## config.mk

```make
export PLATFORM = sky130hd
export DESIGN_NAME = tpg_crop_seq_ctrl
export DESIGN_NICKNAME = d
export VERILOG_FILES = /design/src/rtl/tpg_crop_seq_ctrl.sv
export SDC_FILE = /design/constraint.sdc
export NUM_CORES = 1
export LEC_CHECK = 0
export CAP_MARGIN = 20
export CORE_MARGIN = 2
export CORE_UTILIZATION = 49
export CTS_BUF_LIST = sky130_fd_sc_hd__clkbuf_4 sky130_fd_sc_hd__clkbuf_8
export CTS_CLUSTER_SIZE = 10
export DETAILED_ROUTE_END_ITERATION = 10
export GPL_TIMING_DRIVEN = 0
export PLACE_DENSITY = 0.7
export SETUP_SLACK_MARGIN = 0.15
export SLEW_MARGIN = 20
export SYNTH_ARGS = -nofsm -noshare
export SYNTH_HDL_FRONTEND = slang
export SYNTH_SLANG_ARGS = --single-unit
```

## constraint.sdc

```tcl
create_clock -name aclk -period 6.23 [get_ports aclk]
set_clock_uncertainty 0.2 [all_clocks]
set_input_delay 1.246 -clock aclk [delete_from_list [all_inputs] [get_ports aclk]]
set_output_delay 1.246 -clock aclk [all_outputs]
set_load 0.01 [all_outputs]
```

## src/rtl/tpg_crop_seq_ctrl.sv

```systemverilog
// TPG/crop sequencer: programs the TPG over AXI4-Lite with one write outstanding, starts crop, then measures the stream.
// Valids are registered and held until ready. bready follows AW+W by 1 cycle. meas_* and frame_done lag their beat by 1 cycle.
module tpg_crop_seq_ctrl #(
  parameter int                ADDR_W     = 12,
  parameter logic [ADDR_W-1:0] TPG_BASE   = '0,
  parameter int                INIT_DELAY = 10,
  parameter int                START_GAP  = 1,
  parameter int                DIM_W      = 16
) (
  input  logic              aclk,
  input  logic              aresetn,
  input  logic [DIM_W-1:0]  cfg_hsize,
  input  logic [DIM_W-1:0]  cfg_vsize,
  input  logic [7:0]        cfg_pattern,
  output logic [ADDR_W-1:0] m_axi_awaddr,
  output logic              m_axi_awvalid,
  input  logic              m_axi_awready,
  output logic [31:0]       m_axi_wdata,
  output logic [3:0]        m_axi_wstrb,
  output logic              m_axi_wvalid,
  input  logic              m_axi_wready,
  input  logic [1:0]        m_axi_bresp,
  input  logic              m_axi_bvalid,
  output logic              m_axi_bready,
  output logic              ap_start,
  input  logic              mon_tvalid,
  input  logic              mon_tready,
  input  logic              mon_tuser,
  input  logic              mon_tlast,
  output logic [DIM_W-1:0]  meas_width,
  output logic [DIM_W-1:0]  meas_height,
  output logic              frame_done,
  output logic              size_ok,
  output logic              busy,
  output logic              cfg_err
);

  typedef enum logic [2:0] {IDLE, WR_H, WR_W, WR_PAT, START, WR_CTRL, RUN, ERR} state_t;

  state_t            state;
  logic [31:0]       dly_cnt;
  logic [DIM_W-1:0]  hsize_l, vsize_l, pix_cnt, line_cnt;
  logic [7:0]        pattern_l;
  logic              aw_done, w_done, sof_seen;
  logic              aw_hs, w_hs, b_hs, mon_act, beat;

  assign m_axi_wstrb = 4'hF;
  assign aw_hs   = m_axi_awvalid & m_axi_awready;
  assign w_hs    = m_axi_wvalid & m_axi_wready;
  assign b_hs    = m_axi_bvalid & m_axi_bready;
  assign mon_act = (state == START) || (state == WR_CTRL) || (state == RUN);
  assign beat    = mon_act & mon_tvalid & mon_tready;

  function automatic logic [DIM_W-1:0] sat_inc(input logic [DIM_W-1:0] v);
    return (&v) ? v : v + 1'b1;
  endfunction

  always_ff @(posedge aclk or negedge aresetn) begin
    if (!aresetn) begin
      state         <= IDLE;
      dly_cnt       <= '0;
      hsize_l       <= '0;
      vsize_l       <= '0;
      pattern_l     <= '0;
      m_axi_awaddr  <= '0;
      m_axi_awvalid <= 1'b0;
      m_axi_wdata   <= '0;
      m_axi_wvalid  <= 1'b0;
      m_axi_bready  <= 1'b0;
      aw_done       <= 1'b0;
      w_done        <= 1'b0;
      ap_start      <= 1'b0;
      busy          <= 1'b0;
      cfg_err       <= 1'b0;
    end else begin
      case (state)
        IDLE: begin
          busy <= 1'b1;
          if (dly_cnt + 32'd1 >= 32'(INIT_DELAY)) begin
            hsize_l       <= cfg_hsize;
            vsize_l       <= cfg_vsize;
            pattern_l     <= cfg_pattern;
            m_axi_awaddr  <= TPG_BASE + ADDR_W'(8'h10);
            m_axi_wdata   <= 32'(cfg_vsize);
            m_axi_awvalid <= 1'b1;
            m_axi_wvalid  <= 1'b1;
            state         <= WR_H;
          end else begin
            dly_cnt <= dly_cnt + 32'd1;
          end
        end
        WR_H, WR_W, WR_PAT, WR_CTRL: begin
          if (aw_hs) begin
            m_axi_awvalid <= 1'b0;
            aw_done       <= 1'b1;
          end
          if (w_hs) begin
            m_axi_wvalid <= 1'b0;
            w_done       <= 1'b1;
          end
          if ((aw_done || aw_hs) && (w_done || w_hs) && !m_axi_bready)
            m_axi_bready <= 1'b1;
          if (b_hs) begin
            m_axi_bready <= 1'b0;
            aw_done      <= 1'b0;
            w_done       <= 1'b0;
            if (m_axi_bresp != 2'b00) begin
              // ap_start is left as-is: only an error after WR_PAT sees it high
              state   <= ERR;
              cfg_err <= 1'b1;
              busy    <= 1'b0;
            end else begin
              case (state)
                WR_H: begin
                  m_axi_awaddr  <= TPG_BASE + ADDR_W'(8'h18);
                  m_axi_wdata   <= 32'(hsize_l);
                  m_axi_awvalid <= 1'b1;
                  m_axi_wvalid  <= 1'b1;
                  state         <= WR_W;
                end
                WR_W: begin
                  m_axi_awaddr  <= TPG_BASE + ADDR_W'(8'h20);
                  m_axi_wdata   <= {24'h0, pattern_l};
                  m_axi_awvalid <= 1'b1;
                  m_axi_wvalid  <= 1'b1;
                  state         <= WR_PAT;
                end
                WR_PAT: begin
                  ap_start <= 1'b1;
                  dly_cnt  <= '0;
                  state    <= START;
                end
                default: begin
                  busy  <= 1'b0;
                  state <= RUN;
                end
              endcase
            end
          end
        end
        START: begin
          if (dly_cnt + 32'd1 >= 32'(START_GAP)) begin
            m_axi_awaddr  <= TPG_BASE;
            m_axi_wdata   <= 32'h81;
            m_axi_awvalid <= 1'b1;
            m_axi_wvalid  <= 1'b1;
            state         <= WR_CTRL;
          end else begin
            dly_cnt <= dly_cnt + 32'd1;
          end
        end
        RUN: busy <= 1'b0;
        default: begin
          busy          <= 1'b0;
          m_axi_awvalid <= 1'b0;
          m_axi_wvalid  <= 1'b0;
          m_axi_bready  <= 1'b0;
        end
      endcase
    end
  end

  always_ff @(posedge aclk or negedge aresetn) begin
    if (!aresetn) begin
      pix_cnt     <= '0;
      line_cnt    <= '0;
      sof_seen    <= 1'b0;
      meas_width  <= '0;
      meas_height <= '0;
      frame_done  <= 1'b0;
      size_ok     <= 1'b0;
    end else begin
      frame_done <= 1'b0;
      if (beat) begin
        if (mon_tlast) begin
          meas_width <= sat_inc(pix_cnt);
          pix_cnt    <= '0;
        end else begin
          pix_cnt <= sat_inc(pix_cnt);
        end
        // an SOF beat closes the previous frame; meas_width still holds its last line
        if (mon_tuser) begin
          if (sof_seen) begin
            meas_height <= line_cnt;
            frame_done  <= 1'b1;
            size_ok     <= (meas_width == hsize_l) && (line_cnt == vsize_l);
          end
          sof_seen <= 1'b1;
          line_cnt <= {{(DIM_W-1){1'b0}}, mon_tlast};
        end else if (mon_tlast) begin
          line_cnt <= sat_inc(line_cnt);
        end
      end
    end
  end

endmodule

```

==> impl_results.md <==
- Status: complete, no violations
- GRT Util Overall: 0.2342
- CTS tree: done
- H-tree depth: 4
- Syn Inst Count: 821
- Fin cells: 1220
- Num Clock Sinks: 169
- Area leader, netlist: dfrtp_1
- Vias in the first global route: 6518
- Post-route minimum period: 3718 ps
- Pwr dens: 203.2 mW/mm^2
- Cell area after layout: 0.01076 sq mm
- Worst Hold Class: reg -> reg
- Worst reg2reg startpoint: dly_cnt[0]$_DFFE_PN0P_
- Die Y: 138.2 um
- RSZ-0062 raised after global routing: no
- Slew Viols, Final: 0
- Crit path capture type: register
- Fin util: 0.6031
- Layout cell share with drive strength beyond 1: 0.1463
- Largest net degree at the start of global routing: 92
- Power Total: 2187 uW
- Top cells by count, synth: 169 x dfrtp_1, 64 x nand2_1, 52 x xor2_1
- #FFs+latches synth: 169
- Clock root buffer: clkbuf_8
- Total leakage power: about 0.0050 uW
- DP Wirelength: 16240 um
- Main synth FF type: dfrtp_1
- Starting density of the core: 0.4947
- Reg clk slew, reported paths: about 100 ps
- Clock latency on the worst-skew pair: ~480 ps
- Worst VDD drop: between 0.0001 and 0.00015 V
- Number of remaining DRC errors: 0
- Final Hold Vio Count: 0
- Total CTS buffers: 17
- CP arrival: between 3000 and 4000 ps
- Setup crit start kind: register
- CP Cell Sequence: ha_1, and3_1, clkbuf_1, nand4_1, xor2_1, o21ai_0, nor4_1, nand4_2, o211a_4, buf_6, mux2_4
- Max Freq: ~0.27 GHz
- Setup TNS: 0 ps
- WP data required: ~6400 ps
- EDFF count, synth: 0
- Critical path buffer and inverter count: 2
- YS warnings: 0
- Worst Max-Slew Pin Slew: around 800 ps
- Sequential share of the synthesized area: 0.4792
- Hold_buf cts: 0
- Worst slew margin: 0.4622
- Hold endpoint: cfg_err$_DFFE_PN0P_
- Crit Path Max Fanout: 10
- Core area: about 0.018 sq mm
- Placed cell count: 1188
- Most common cell in the netlist: dfrtp_1
- Initial antenna violation count: 0
- Ant. Diodes: 0
- R2R setup slack: 2510 ps
- Initial drt markers: 411
- Cells on worst reg2reg path: 11
- Crit-path leading delay family: simple AND/OR/NAND/NOR gates
- Post-synth top area share: 0.4792
- Layout area overhead: 21.92%
- Post-cts sizing count: 0
- Fillers: 1517
- Clock tree buffer depth: 2
- Port Buffer Count: 109
- Max Cap Viol: 0
- Top cells by area, synth: dfrtp_1 48%, mux2_4 6.8%, xor2_1 5.2%
- Avg Vias per Cell: roughly 5.5
- Setup violators final: 0
- Final Net Count: 1035
- DR WL/cell: about 18 um
- Vias: a little under 7000
- Io pins: ~140
- FF-to-FF End: vsize_l[12]$_DFFE_PN0P_
- Slowest-stage cell, CP: dfrtp_1
- Die W: between 100 and 150 um
- Final GP Congestion: 0.8734
- Hold Path Depth: 1
- Mean area per synthesized cell: 10.75 sq um
- Worst Min Path Start: cfg_err$_DFFE_PN0P_
- Postcts setup bufs: 0
- Crit Path Class: reg -> reg
- DP Area: 0.01034 sq mm
- WL final: 22170 um
- Rows: 49
- Ys async rst share: 1.000
- Drt pass-1 iters: 5
- First-pass GRT wire length: 35390 um
- Period utilization: 0.5968
- Slowest stage delay, CP: between 500 and 600 ps
- Cell Area, Synth: 0.008826 sq mm
- Gr ovfl total: 0
- Unique masters post-synth: 61
- Post-DRT Antenna Nets: 0
- Die Footprint: between 0.015 and 0.02 sq mm
[how the worst max path moves through the flow]
stage,startpoint,endpoint,slack [ps],cells after the start
CTS,dly_cnt[0]$_DFFE_PN0P_,vsize_l[12]$_DFFE_PN0P_,2560,11
detailed placement,mon_tready,line_cnt[11]$_DFFE_PN0P_,2150,8
global placement,aresetn,pattern_l[4]$_DFFE_PN0P_,-3280,1
finish,dly_cnt[0]$_DFFE_PN0P_,vsize_l[12]$_DFFE_PN0P_,2510,11
global route,dly_cnt[0]$_DFFE_PN0P_,dly_cnt[1]$_DFFE_PN0P_,2250,11
floorplan,dly_cnt[0]$_DFFE_PN0P_,hsize_l[0]$_DFFE_PN0P_,3140,10
[per-layer routing]
| layer | vias up | GRT usage | routed length, um |
|---|---|---|---|
| met1 | 3301 | 0.3258 | 10210 |
| met4 | 0 | 0.07197 | 374 |
| met3 | 29 | 0.04815 | 1042 |
| li1 | 3205 | - | - |
| met2 | 198 | 0.3729 | 10540 |
| met5 | - | 0 | 0 |
[cells in the final DEF (no fill, tap or decap), types with 14 or more instances in the layout]
cell type	n
a21oi_1	21
a22o_1	15
and2_1	35
buf_4	30
clkbuf_1	27
clkbuf_8	18
clkdlybuf4s50_1	108
conb_1	29
dfrtp_1	169
mux2_1	17
mux2_2	22
mux2_4	40
nand2_1	64
nand3_1	25
nand4_1	21
nor2_1	51
nor3_1	14
nor4_1	15
o21ai_0	47
xor2_1	52
[stage by stage]
step	worst slack (ps)	hold WS (ps)
floorplan	3145	234.6
global placement	-3277	249.8
detailed placement	2148	255.7
CTS	2562	277.5
global route	2250	310.4
finish	2512	272.0
[cells by family after synthesis]
group | after synthesis | synth area share
xor+xnor | 63 | 0.06252
fa+ha+maj | 6 | 0.008506
flops | 169 | 0.4792
simple gates | 273 | 0.1610
compound gates | 149 | 0.1155
other cells | 2 | 0.0008509
mux | 85 | 0.1246
buf+inv | 74 | 0.04777
[where the power goes]
| part | internal [uW] | switching, uW | total [uW] |
|---|---|---|---|
| logic | 110 | 101 | 210 |
| clock network | 376 | 442 | 818 |
| registers | 1120 | 35.4 | 1160 |
[sequential cells by signal, summed over array words and instances (netlist names), 3 cells and up]
signal / count
m_axi_wdata: 16
m_axi_awaddr: 3
meas_width: 16
hsize_l: 16
meas_height: 16
dly_cnt: 32
pix_cnt: 16
line_cnt: 16
vsize_l: 16
state: 3
pattern_l: 8
[worst reg2reg max path, stage by stage, from the launching register on]
cell and delay [ps]:
dfrtp_1 540, ha_1 360, and3_1 190, clkbuf_1 290, nand4_1 160, xor2_1 210, o21ai_0 140, nor4_1 430
nand4_2 280, o211a_4 340, buf_6 170, mux2_4 310
[area by class of cell]
cell class	count	area [sq um]	share of cell area
Buffer	66	391.6	0.03640
Clock buffer	18	247.7	0.02302
Clock inverter	14	163.9	0.01523
Inverter	8	30.03	0.002791
Multi-Input combinational cell	605	4280	0.3978
Sequential cell	169	4229	0.3930
Tap cell	229	286.5	0.02663
Timing Repair Buffer	111	1131	0.1051
(Power assumes the default switching activity.)
